<file path="config.mk">
export PLATFORM = sky130hd
export DESIGN_NAME = rv_mem_arb
export DESIGN_NICKNAME = d
export VERILOG_FILES = /design/src/rtl/rv_mem_arb.sv
export SDC_FILE = /design/constraint.sdc
export NUM_CORES = 1
export LEC_CHECK = 0
export BUFFER_PORTS_ARGS = -buffer_cell sky130_fd_sc_hd__buf_2
export CAP_MARGIN = 10
export CORE_AREA = 2 2 99 101
export DETAILED_ROUTE_END_ITERATION = 16
export DIE_AREA = 0 0 101 103
export GPL_ROUTABILITY_DRIVEN = 0
export SLEW_MARGIN = 30
export SYNTH_ARGS = -nofsm -noshare
export SYNTH_HDL_FRONTEND = slang
export SYNTH_SLANG_ARGS = --single-unit
</file>
<file path="constraint.sdc">
create_clock -name clk -period 1.4 [get_ports clk]
set_clock_uncertainty 0.2 [all_clocks]
set_input_delay 0.28 -clock clk [delete_from_list [all_inputs] [get_ports clk]]
set_output_delay 0.28 -clock clk [all_outputs]
set_load 0.005 [all_outputs]
</file>
<file path="src/rtl/rv_mem_arb.sv">
// rv_mem_arb: arbitrates a fetch port and a data port onto one single-port
// memory. Grants are combinational (at most one per cycle); the response is
// returned to the owner of the previous cycle's grant, so full throughput is
// possible with response N overlapping grant N+1.
//
// Optional feature macro: RV_MEM_ARB_FAIRNESS_EN
//   defined   - fetch wins for one cycle after STARVE_MAX consecutive denials
//   undefined - data always wins; fetch may starve
//
// Ports:
//   clk, rst                      clock, synchronous active-high reset
//   if_req/if_addr                fetch read request (byte address)
//   if_gnt/if_rvalid/if_rdata     fetch accept, response valid, read data
//   dm_req/dm_we/dm_addr/
//   dm_wdata/dm_be                data request (read or byte-enabled write)
//   dm_gnt/dm_rvalid/dm_rdata     data accept, response/write-ack, read data
//   mem_req/mem_we/mem_addr/
//   mem_wdata/mem_be              memory access strobe and command
//   mem_rdata                     memory read data, one cycle after a read
module rv_mem_arb #(
    parameter int AW         = 10,
    parameter int STARVE_MAX = 4
) (
    input  logic          clk,
    input  logic          rst,
    input  logic          if_req,
    input  logic [31:0]   if_addr,
    output logic          if_gnt,
    output logic          if_rvalid,
    output logic [31:0]   if_rdata,
    input  logic          dm_req,
    input  logic          dm_we,
    input  logic [31:0]   dm_addr,
    input  logic [31:0]   dm_wdata,
    input  logic [3:0]    dm_be,
    output logic          dm_gnt,
    output logic          dm_rvalid,
    output logic [31:0]   dm_rdata,
    output logic          mem_req,
    output logic          mem_we,
    output logic [AW-1:0] mem_addr,
    output logic [31:0]   mem_wdata,
    output logic [3:0]    mem_be,
    input  logic [31:0]   mem_rdata
);

    typedef enum logic [1:0] {
        OWN_NONE = 2'd0,
        OWN_IF   = 2'd1,
        OWN_DM   = 2'd2
    } owner_t;

    owner_t owner_r;
    logic   owner_we_r;
    logic   grant_if_s;
    logic   grant_dm_s;
    logic   fetch_priority_s;

`ifdef RV_MEM_ARB_FAIRNESS_EN
    localparam int SW = $clog2(STARVE_MAX + 1);
    logic [SW-1:0] starve_cnt_r;

    // Fetch takes priority once it has been denied STARVE_MAX cycles in a row.
    always_comb begin
        fetch_priority_s = 1'b0;
        if (if_req && (starve_cnt_r == SW'(STARVE_MAX))) begin
            fetch_priority_s = 1'b1;
        end else begin
            fetch_priority_s = 1'b0;
        end
    end

    // Count consecutive denied fetch cycles, saturating at STARVE_MAX.
    always_ff @(posedge clk) begin
        if (rst) begin
            starve_cnt_r <= '0;
        end else if (!if_req || grant_if_s) begin
            starve_cnt_r <= '0;
        end else if (starve_cnt_r != SW'(STARVE_MAX)) begin
            starve_cnt_r <= starve_cnt_r + SW'(1);
        end else begin
            starve_cnt_r <= starve_cnt_r;
        end
    end
`else
    assign fetch_priority_s = 1'b0;
`endif

    // Arbitration: fairness override, then data over fetch.
    always_comb begin
        grant_if_s = 1'b0;
        grant_dm_s = 1'b0;
        if (rst) begin
            grant_if_s = 1'b0;
            grant_dm_s = 1'b0;
        end else if (fetch_priority_s) begin
            grant_if_s = 1'b1;
        end else if (dm_req) begin
            grant_dm_s = 1'b1;
        end else if (if_req) begin
            grant_if_s = 1'b1;
        end else begin
            grant_if_s = 1'b0;
            grant_dm_s = 1'b0;
        end
    end

    assign if_gnt = grant_if_s;
    assign dm_gnt = grant_dm_s;

    // Steer the granted requester's command onto the memory port; idle is all-zero.
    always_comb begin
        mem_req   = 1'b0;
        mem_we    = 1'b0;
        mem_addr  = '0;
        mem_wdata = 32'h0000_0000;
        mem_be    = 4'h0;
        if (grant_dm_s) begin
            mem_req   = 1'b1;
            mem_we    = dm_we;
            mem_addr  = dm_addr[AW+1:2];
            mem_wdata = dm_wdata;
            mem_be    = dm_be;
        end else if (grant_if_s) begin
            mem_req   = 1'b1;
            mem_we    = 1'b0;
            mem_addr  = if_addr[AW+1:2];
            mem_wdata = 32'h0000_0000;
            mem_be    = 4'hF;
        end else begin
            mem_req   = 1'b0;
        end
    end

    // Owner of the access issued this cycle; it receives next cycle's response.
    always_ff @(posedge clk) begin
        if (rst) begin
            owner_r    <= OWN_NONE;
            owner_we_r <= 1'b0;
        end else if (grant_dm_s) begin
            owner_r    <= OWN_DM;
            owner_we_r <= dm_we;
        end else if (grant_if_s) begin
            owner_r    <= OWN_IF;
            owner_we_r <= 1'b0;
        end else begin
            owner_r    <= OWN_NONE;
            owner_we_r <= 1'b0;
        end
    end

    // Route the response to its owner; rst masks a response still in flight.
    always_comb begin
        if_rvalid = 1'b0;
        if_rdata  = 32'h0000_0000;
        dm_rvalid = 1'b0;
        dm_rdata  = 32'h0000_0000;
        if (rst) begin
            if_rvalid = 1'b0;
            dm_rvalid = 1'b0;
        end else begin
            case (owner_r)
                OWN_IF: begin
                    if_rvalid = 1'b1;
                    if_rdata  = mem_rdata;
                end
                OWN_DM: begin
                    dm_rvalid = 1'b1;
                    // A write acknowledge carries no data.
                    dm_rdata  = owner_we_r ? 32'h0000_0000 : mem_rdata;
                end
                default: begin
                    if_rvalid = 1'b0;
                    dm_rvalid = 1'b0;
                end
            endcase
        end
    end

    // Byte-offset and out-of-range address bits are intentionally ignored.
    logic unused_addr_bits_s;
    assign unused_addr_bits_s = ^{if_addr[31:AW+2], if_addr[1:0],
                                  dm_addr[31:AW+2], dm_addr[1:0]};

endmodule

</file>
Word level (Yosys, flattened, before mapping)
Index checks and enable logic that the tools add are counted.
{"block": "totals", "latch_bits": 0, "mem_bits_rw": 0, "out_inout_bits": 116, "inputBits": 137, "memories": 0, "mem_bits_ro": 0, "register_bits": 3}
{"block": "op_classes", "div_mod_pow": 0, "n_reduce_logical": 1, "addsub": 0, "eq_ne": 2, "n_mux": 24, "n_mul": 0, "n_lt_le_gt_ge": 0, "bitwise_logic": 0, "n_shift": 0}
{"op": "32-bit two-way mux", "n": 6}
{"op": "10-bit two-way mux", "n": 2}
{"op": "1-bit two-way mux", "n": 13}
{"op": "4-bit two-way mux", "n": 2}
{"op": "2-bit by 1-bit equality test with 1-bit output, second input constant", "n": 1}
{"op": "2-bit equality test, second input constant", "n": 1}
{"op": "2-bit two-way mux", "n": 1}
{"op": "2-bit OR reduction", "n": 1}

Depth between registers and ports, before layout
Gate-level depths: netlist of the first run.
{"block": "logic_depth", "depth_word": 5, "ltp_mapped": 5, "depth_no_buf": 2}

Worst setup path before layout of the first run
OpenSTA, ideal clock, no wires.
{"block": "synth_path", "path_type": "in2out", "start": "input port dm_req", "end": "output port mem_addr[0]", "stages": 5, "arrival_ns": 1.051, "setup_slack_ns": -0.131, "n_path_buf": 3, "cell_sequence": "buf_2 nor2b_1 buf_2 buf_2 a32o_1"}
{"block": "synth_via", "elab_chain_len": 4}
{"element": "from (decl)", "line_no": "31", "text": "input logic dm_req,"}
{"element": "1-bit two-way mux", "line_no": "98", "text": "end else if (dm_req) begin"}
{"element": "1-bit two-way mux", "line_no": "93", "text": "if (rst) begin"}
{"element": "10-bit two-way mux", "line_no": "124", "text": "end else if (grant_if_s) begin"}
{"element": "10-bit two-way mux (*)", "line_no": "118", "text": "if (grant_dm_s) begin"}
{"element": "to (decl)", "line_no": "41", "text": "output logic [AW-1:0] mem_addr,"}
Mark *: on every way between the ends. The rest lies on a longest branch, timed or not.

Worst setup path in the final report of the first run
{"block": "layout_path", "start": "register owner_r[0]", "end": "output port if_rdata[5]"}
{"block": "layout_via", "elab_chain_len": 3}
{"element": "from (decl)", "line_no": "53", "text": "owner_t owner_r;"}
{"element": "from (signal assigned)", "line_no": "138", "text": "owner_r <= OWN_NONE;"}
{"element": "from (signal assigned)", "line_no": "141", "text": "owner_r <= OWN_DM;"}
{"element": "from (signal assigned)", "line_no": "144", "text": "owner_r <= OWN_IF;"}
{"element": "2-bit by 1-bit equality test with 1-bit output", "line_no": "162", "text": "case (owner_r)"}
{"element": "32-bit two-way mux", "line_no": "162"}
{"element": "32-bit two-way mux", "line_no": "158", "text": "if (rst) begin"}
{"element": "to (decl)", "line_no": "30", "text": "output logic [31:0] if_rdata,"}
No other way between the ends.

==> results.txt, run 1 <==
final period utilization -> 126%
Cell Area, Placed -> 2180 um2
number of global-route vias before repair -> 1549
first-pass GRT wire length -> 7450 um
post-synthesis sequential area ratio -> 6.31%
GRT Residual Overflow -> 0
CP Cell Sequence -> nor3b_2, buf_12, and2_1, buf_2
final setup violation count -> 110
Layout Nets -> 504
Switching Fraction -> 29.9%
Die Height -> 103 um
CP endpoint kind -> output pin
pwr dens -> 336 nW/um2
Clock power frac -> 26.3%
Post-synth ARST share -> 0%
Comb power frac -> 63.6%
max cap viols -> 0
Commonest cells post-synth -> 98 x and2_1, 13 x buf_2, 10 x a32o_1
Setup CP Type -> register to output pin
Die W -> 101 um
Seq pwr share -> 10.0%
CP arrival -> 1280 ps
GRT Util Overall -> 9.15%
Max Slew Vio Count -> 0
final number of hold-violating endpoints -> 0
unrepaired setup endpoints after global routing -> true
drt total wl -> 6240 um
Vias -> 1859
cts bufs inserted -> 3
CP max stage delay -> 350 ps
Mapped Avg Cell Area -> 6.61 um2
clock slew at reported path FFs -> 30 ps
Worst Hold Class -> primary input to register
DP HPWL -> 4700 um
# DRC -> 0
register bit total from synthesis -> 3
post-DR wirelength/cell -> 13.0 um
Ports -> 253
maximum clock rate -> 568 MHz
num rows -> 36
Min Clock Period, post-route -> 1760 ps
largest net degree at the start of global routing -> 34
Psw -> 0.000279 W
Max H-tree Level -> 1
clk sink count -> 3
LEAKAGE -> 1.64 nW
vias per cell -> 3.87
Yosys top cell by area -> and2_1
Mapped Area -> 952 um2
Core Box Area -> 9460 um2
DRT Pass-1 Iters -> 4
Yosys top cell area share -> 64.4%
Pint -> 0.000656 W
relative slew slack -> 83.2%
Max stage delay cell, worst path -> dfxtp_2
count leader, synth -> and2_1
die area -> 10400 um2
Antenna diodes -> 0
Synth area leaders -> and2_1 64%, a32o_1 11%, buf_2 6.8%
top_reg_cell synth -> dfxtp_1
run status -> complete, but fails checks
post-cts hold buffer count -> 0
Warnings, synthesis -> 0
failing checks -> setup timing
number of synthesized flops with an enable pin -> 0
WP data required -> 920 ps
number of routed nets with antenna violations -> 0
count of input and output buffers -> 208
antenna violations before repair -> 0
CTS tree -> yes
VDD IR max -> 0.241 mV
post-synthesis cell type count -> 14
design area -> 2780 um2
Mapped Nets -> 281
Mapped Cells -> 144
crit path max fanout -> 33
layout cells sized above 1 -> 74.0%
post-route setup slack -> -361 ps
initial cell density of the core -> 10.1%
worst-margin pin slew -> 251 ps
critical path buffer and inverter count -> 2
Area Growth Syn to Fin -> 192%
Startpoint Class -> register
Fin Setup TNS -> -34300 ps
CTS Buffer Depth -> 2
Root Buffer -> clkbuf_8
Largest delay share family, worst path -> simple AND/OR/NAND/NOR gates
initial detailed-routing violation count -> 18
==> power by group through the flow <==
| stage | logic, W | registers (W) | clock network [W] |
|---|---|---|---|
| 2_1_floorplan | 0.000152 | 0.0000944 | 0 |
| 3_3_place_gp | 0.000412 | 0.0000948 | 0 |
| 3_5_place_dp | 0.000419 | 0.0000950 | 0 |
| 4_1_cts | 0.000492 | 0.0000939 | 0.000252 |
| 5_1_grt | 0.000645 | 0.0000944 | 0.000264 |
| 6_report | 0.000595 | 0.0000940 | 0.000246 |
==> cells in the final DEF, fill, tap and decap left out <==
master	count
buf_12	7
nor2_1	4
buf_6	30
and2_4	25
buf_4	5
buf_2	181
dfxtp_2	1
clkbuf_4	1
clkbuf_8	3
buf_16	1
a32o_1	10
nand2_1	4
nor2_4	2
nand2b_4	1
nor3b_2	2
and2_1	73
nor2b_1	1
clkbuf_16	4
buf_8	2
a21oi_2	4
nor4b_4	1
nor2b_4	1
clkbuf_1	1
dfxtp_1	2
==> logic make-up (layout without fill, tap and decap cells) <==
| family | count (synthesis) | after routing | synth area share (%) |
|---|---|---|---|
| buffers and inverters | 14 | 235 | 7.23 |
| AOI/OAI and AO/OA | 14 | 14 | 12.6 |
| DFF | 3 | 3 | 6.31 |
| and+or+nand+nor | 113 | 114 | 73.8 |
==> routing by layer <==
| layer | track usage [%] | wire [um] | share of wire, % | vias to the layer above |
|---|---|---|---|---|
| met2 | 19.7 | 3470 | 56 | 150 |
| met5 | 0 | 0 | 0 | - |
| li1 | - | - | - | 902 |
| met4 | 1.56 | 0 | 0 | 0 |
| met3 | 1.97 | 691 | 11 | 0 |
| met1 | 8.83 | 2080 | 33 | 807 |
==> through the flow <==
step / hold slack, ps / total power, W / utilization, % / worst slack (ps) / std cells
6_report: 147 / 0.000935 / 29.4 / -361 / 480
5_1_grt: 179 / 0.00100 / 29.4 / -433 / 480
4_1_cts: 161 / 0.000837 / 25.8 / -374 / 469
3_5_place_dp: 382 / 0.000514 / 23.1 / -345 / 459
3_3_place_gp: 381 / 0.000507 / 23.1 / -316 / 459
2_1_floorplan: 202 / 0.000246 / - / -67.8 / 144
==> state kept, by name (all words and copies together) (netlist names) <==
register,cells
owner_r,2
owner_we_r,1
==> area by class of cell <==
class | instances | area (um2)
tap | 114 | 143
sequential | 3 | 61.3
fill | 1039 | 6680
clock buffer | 4 | 45.0
timing repair buffer | 231 | 1590
multi-input combinational | 128 | 946
==> final timing paths <==
path                        from          end  slack (ps)  cells after the start
worst max-delay path  owner_r[0]  if_rdata[5]        -360                      4
worst min-delay path       dm_we   owner_we_r         150                      2
==> repair_timing <==
item	4_1_cts	5_1_grt
gates cloned	3	6
setup buffers	3	10
resized for setup	26	57
pin swaps	8	26
setup endpoints to repair	115	115
Note: power is estimated with default switching activity, not from simulation.
==> inputs of run 2 (changes only) <==
- ABC_CLOCK_PERIOD_IN_PS: default -> 1400
- CTS_BUF_LIST: default -> sky130_fd_sc_hd__clkbuf_4
==> run 2 against run 1 <==
The flow still finishes with violations (setup timing). Maximum frequency decreased by 0.92%. Worst setup slack lost 16 ps. Global-route usage is essentially flat. Critical path depth is the same. Sequential share of layout area about the same. Non-clock buffer count stayed put. Flip-flop and latch count stayed put. Die area unchanged. Routed wire length rose by 1.4%.
==> results.txt, run 2 (synthesis results as in run 1) <==
run status -> complete, but fails checks (unchanged)
failing checks -> setup timing (unchanged)
worst-margin pin slew -> 251 ps (about the same)
clock slew at reported path FFs -> 40 ps (was 30 ps)
drt total wl -> 6330 um (was 6240 um)
initial cell density of the core -> 10.1% (unchanged)
relative slew slack -> 83.2% (about the same)
count of input and output buffers -> 208 (unchanged)
Core Box Area -> 9460 um2 (unchanged)
Root Buffer -> clkbuf_4 (was clkbuf_8)
Min Clock Period, post-route -> 1780 ps (was 1760 ps)
# DRC -> 0 (unchanged)
number of global-route vias before repair -> 1550 (was 1549)
Cell Area, Placed -> 2180 um2 (unchanged)
number of routed nets with antenna violations -> 0 (unchanged)
antenna violations before repair -> 0 (unchanged)
Antenna diodes -> 0 (unchanged)
commonest cells after routing, fill and taps aside -> 180 x buf_2, 72 x and2_1, 32 x buf_6 (was 181 x buf_2, 73 x and2_1, 30 x buf_6)
cts bufs inserted -> 3 (unchanged)
final hold slack -> 146 ps (was 147 ps)
Die W -> 101 um (unchanged)
CP endpoint kind -> output pin (unchanged)
top flop regs -> owner_r x2, owner_we_r x1 (unchanged)
Area Growth Syn to Fin -> 192% (about the same)
max cap viols -> 0 (unchanged)
initial detailed-routing violation count -> 22 (was 18)
Die Height -> 103 um (unchanged)
final setup violation count -> 110 (unchanged)
DP HPWL -> 4700 um (unchanged)
WP data required -> 920 ps (about the same)
Worst Hold Class -> primary input to register (unchanged)
Ports -> 253 (unchanged)
Startpoint Class -> register (unchanged)
largest net degree at the start of global routing -> 34 (unchanged)
GRT Util Overall -> 9.16% (was 9.15%)
CTS tree -> yes (unchanged)
GRT Residual Overflow -> 0 (unchanged)
CP max stage delay -> 330 ps (was 350 ps)
Layout Nets -> 504 (unchanged)
post-route setup slack -> -378 ps (was -361 ps)
num rows -> 36 (unchanged)
Setup CP Type -> register to output pin (unchanged)
crit path max fanout -> 32 (was 33)
CP Cell Sequence -> nor4b_4, buf_12, and2_1, buf_2 (was nor3b_2, buf_12, and2_1, buf_2)
final number of hold-violating endpoints -> 0 (unchanged)
final period utilization -> 127% (was 126%)
clk sink count -> 3 (unchanged)
fillers -> 1037 (was 1039)
design area -> 2780 um2 (about the same)
vias per cell -> 3.89 (was 3.87)
Max stage delay cell, worst path -> dfxtp_2 (unchanged)
DRT Pass-1 Iters -> 4 (unchanged)
CTS Buffer Depth -> 2 (unchanged)
Vias -> 1865 (was 1859)
die area -> 10400 um2 (unchanged)
unrepaired setup endpoints after global routing -> true (unchanged)
max reg flops -> 2 (unchanged)
maximum clock rate -> 563 MHz (was 568 MHz)
first-pass GRT wire length -> 7460 um (was 7450 um)
VDD IR max -> 0.181 mV (was 0.241 mV)
fin util -> 29.4% (about the same)
CP arrival -> 1300 ps (was 1280 ps)
Reg with most FFs -> owner_r (unchanged)
Max H-tree Level -> 1 (unchanged)
post-DR wirelength/cell -> 13.2 um (was 13.0 um)
layout cells sized above 1 -> 74.6% (was 74.0%)
pwr dens -> 310 nW/um2 (was 336 nW/um2)
LEAKAGE -> 1.64 nW (about the same)
Max Slew Vio Count -> 0 (unchanged)
leading cell type in the layout, fill and taps excluded -> buf_2 (unchanged)
-- run 2: cell types whose count changed in the layout (fill, tap and decap cells not counted) --
cell	previous run	this run
and2_4	25	26
clkbuf_8	3	0
and2_1	73	72
buf_2	181	180
clkbuf_1	1	0
clkbuf_4	1	5
buf_6	30	32
buf_4	5	4
-- run 2: path summary, 6_finish.rpt --
check	from	to	depth (start not counted)
setup / recovery	owner_r[0]	dm_rdata[28]	4
hold / removal	dm_we	owner_we_r	2
-- run 2: critical path: cells and delay by family (launching register included) --
| kind | cells | cell delay, ps |
|---|---|---|
| buffers and inverters | 2 | 310 |
| flip-flops | 1 | 330 |
| AND/OR/NAND/NOR | 2 | 430 |
-- run 2: timing repair --
| item | in CTS | in global routing |
|---|---|---|
| cloned | 3 | 6 |
| setup buffers | 3 | 10 |
| gates resized for setup | 28 | 58 |
| hold buffers | 0 | 0 |
| setup endpoints to repair | 115 | 115 |
| pin swaps | 8 | 23 |
-- run 2: layer usage --
layer	GRT usage, %	part of all wire, %	vias to the layer above
li1	-	-	902
met1	8.79	33	805
met2	19.8	56	156
met3	1.97	11	2
met4	1.56	0.30	0
met5	0	0	-
-- run 2: final cells by class --
cell class | count | area, um2 | area share, %
clock buffer | 4 | 30.0 | 1.08
multi-input combinational | 128 | 948 | 34.1
sequential | 3 | 61.3 | 2.21
tap | 114 | 143 | 5.13
timing repair buffer | 231 | 1600 | 57.5
-- run 2: report_power, final --
group          switching [W]  leakage, nW  total (W)  internal (W)
combinational       0.000225         1.60   0.000600      0.000375
clock              0.0000434       0.0184   0.000169      0.000126
sequential        0.00000362       0.0252  0.0000938     0.0000902
-- run 2: through the flow --
step / std cells / setup TNS [ps] / total power, W / setup slack [ps]
3_5_place_dp: 459 / -29000 / 0.000514 / -345
2_1_floorplan: 144 / -1830 / 0.000246 / -67.8
6_report: 480 / -35550 / 0.000863 / -378
4_1_cts: 469 / -37250 / 0.000764 / -397
5_1_grt: 480 / -41900 / 0.000930 / -458
3_3_place_gp: 459 / -27250 / 0.000507 / -316
==> inputs of run 3 (changes only) <==
- ABC_CLOCK_PERIOD_IN_PS: 1400 -> 2000
- CORE_AREA: 2 2 99 101 -> 2 2 97 99
- DIE_AREA: 0 0 101 103 -> 0 0 99 101
- clock period: 1.4 -> 2 ns (I/O delays scaled with it)
==> run 3 against run 2 <==
The run now ends clean. Worst hold slack better by 36 ps. Cell count down 4.0%. Via count down 6.2%. Clock-buffer cell count unchanged. Sequential share of layout area up 0.51 points. Sequential power decreased by 30%. Final area down 19%. Critical endpoint is now dm_rdata[23]. Highest routed layer unchanged.
==> results.txt, run 3 (synthesis results as in run 1) <==
run status -> complete, no violations (was complete, but fails checks)
Setup CP Type -> register to output pin (unchanged)
pwr dens -> 213 nW/um2 (was 310 nW/um2)
GRT Util Overall -> 9.17% (was 9.16%)
vias per cell -> 3.79 (was 3.89)
final number of hold-violating endpoints -> 0 (unchanged)
DRT Pass-1 Iters -> 6 (was 4)
max cap viols -> 0 (unchanged)
top flop regs -> owner_r x2, owner_we_r x1 (unchanged)
Max H-tree Level -> 1 (unchanged)
Worst Hold Class -> primary input to register (unchanged)
Min Clock Period, post-route -> 1960 ps
Clock power frac -> 25.3% (was 19.6%)
clock slew at reported path FFs -> 40 ps (about the same)
layout cells sized above 1 -> 64.3% (was 74.6%)
post-cts hold buffer count -> 0 (unchanged)
Ports -> 253 (unchanged)
Cell Area, Placed -> 2150 um2 (was 2180 um2)
post-DR wirelength/cell -> 12.2 um (was 13.2 um)
crit path max fanout -> 16 (was 32)
number of routed nets with antenna violations -> 0 (unchanged)
# DRC -> 0 (unchanged)
first-pass GRT wire length -> 7360 um (was 7460 um)
Antenna diodes -> 0 (unchanged)
Switching Fraction -> 32.8% (was 31.5%)
cts bufs inserted -> 3 (unchanged)
Vias -> 1749 (was 1865)
Core Box Area -> 8980 um2 (was 9460 um2)
max reg flops -> 2 (unchanged)
CP endpoint kind -> output pin (unchanged)
design area -> 2250 um2 (was 2780 um2)
maximum clock rate -> 509 MHz
number of global-route vias before repair -> 1538 (was 1550)
Startpoint Class -> register (unchanged)
LEAKAGE -> 1.44 nW (was 1.64 nW)
initial detailed-routing violation count -> 22 (unchanged)
clk sink count -> 3 (unchanged)
CP Launch Point -> owner_we_r (was owner_r[0])
fillers -> 1006 (was 1037)
Reg with most FFs -> owner_r (unchanged)
count of input and output buffers -> 208 (unchanged)
Pint -> 0.000323 W (was 0.000591 W)
Root Buffer -> clkbuf_4 (unchanged)
final period utilization -> 98.2%
CP Cell Sequence -> nor4b_4, buf_6, clkbuf_16, and2_1, buf_2 (was nor4b_4, buf_12, and2_1, buf_2)
VDD IR max -> 0.106 mV (was 0.181 mV)
num rows -> 35 (was 36)
DP Worst Slack -> 7.41 ps (was -345 ps)
Layout Nets -> 488 (was 504)
unrepaired setup endpoints after global routing -> true (unchanged)
Die W -> 99 um (was 101 um)
Max Slew Vio Count -> 0 (unchanged)
hold path depth -> 2 (unchanged)
final setup violation count -> 0 (was 110)
Comb power frac -> 61.1% (was 69.5%)
WP data required -> 1400 ps (was 920 ps)
Max stage delay cell, worst path -> dfxtp_1 (was dfxtp_2)
relative slew slack -> 81.1% (was 83.2%)
CTS tree -> yes (unchanged)
Psw -> 0.000158 W (was 0.000272 W)
die area -> 10000 um2 (was 10400 um2)
drt total wl -> 5630 um (was 6330 um)
Die Height -> 101 um (was 103 um)
post-route setup slack -> 36.3 ps (was -378 ps)
largest net degree at the start of global routing -> 44 (was 34)
leading cell type in the layout, fill and taps excluded -> buf_2 (unchanged)
Area Growth Syn to Fin -> 137% (was 192%)
GRT Residual Overflow -> 0 (unchanged)
Seq pwr share -> 13.6% (was 10.9%)
Critical Path End -> dm_rdata[23] (was dm_rdata[28])
commonest cells after routing, fill and taps aside -> 207 x buf_2, 98 x and2_1, 10 x a32o_1 (was 180 x buf_2, 72 x and2_1, 32 x buf_6)
worst-margin pin slew -> 283 ps (was 251 ps)
CTS Buffer Depth -> 2 (unchanged)
DP HPWL -> 4780 um (was 4700 um)
antenna violations before repair -> 1 (was 0)
CP arrival -> 1360 ps (was 1300 ps)
initial cell density of the core -> 10.6% (was 10.1%)
CP max stage delay -> 310 ps (was 330 ps)
[run 3: what timing repair did]
item / 4_1_cts / 5_1_grt
resized for setup: 0 / 6
setup buffers: 0 / 1
setup endpoints to repair: 0 / 21
[run 3: cell type report]
cell class / instances / area (um2) / area share (%)
Sequential cell: 3 / 61.3 / 2.72
Timing Repair Buffer: 216 / 1180 / 52.5
Clock buffer: 4 / 30.0 / 1.33
Multi-Input combinational cell: 127 / 840 / 37.3
Tap cell: 111 / 139 / 6.16
[run 3: per-stage QoR]
stage | total power (W) | std cells | hold slack (ps) | TNS, ps | utilization (%)
floorplan | 0.000166 | 144 | 322 | 0 | -
global placement | 0.000344 | 454 | 425 | 0 | 23.9
detailed placement | 0.000351 | 454 | 423 | 0 | 23.9
CTS | 0.000478 | 458 | 174 | 0 | 24.3
global route | 0.000525 | 461 | 190 | -136 | 25.1
finish | 0.000481 | 461 | 182 | 0 | 25.1
[run 3: worst min-delay path by stage]
stage | start | end | slack, ps
after floorplan | dm_we | owner_we_r | 320
after global placement | dm_we | owner_we_r | 420
after detailed placement | dm_we | owner_we_r | 420
after CTS | dm_we | owner_we_r | 170
after global routing | dm_we | owner_we_r | 190
final | dm_we | owner_we_r | 180
[run 3: critical path, delay by kind of cell (launching register included)]
family,cells,cell delay [ps]
buffers and inverters,3,430
and+or+nand+nor,2,380
DFF,1,310
[run 3: power groups by stage]
stage | clock network, W | registers [W] | logic, W
after floorplan | 0 | 0.0000653 | 0.000101
after global placement | 0 | 0.0000662 | 0.000278
after detailed placement | 0 | 0.0000663 | 0.000285
after CTS | 0.000128 | 0.0000654 | 0.000286
after global routing | 0.000134 | 0.0000660 | 0.000325
final | 0.000122 | 0.0000655 | 0.000294
[run 3: per-layer routing]
metal | vias up | routed length, um | GRT usage (%)
met5 | - | 0 | 0
met3 | 2 | 730 | 2.57
met4 | 0 | 16 | 1.58
li1 | 871 | - | -
met2 | 144 | 2950 | 18.2
met1 | 732 | 1930 | 9.64
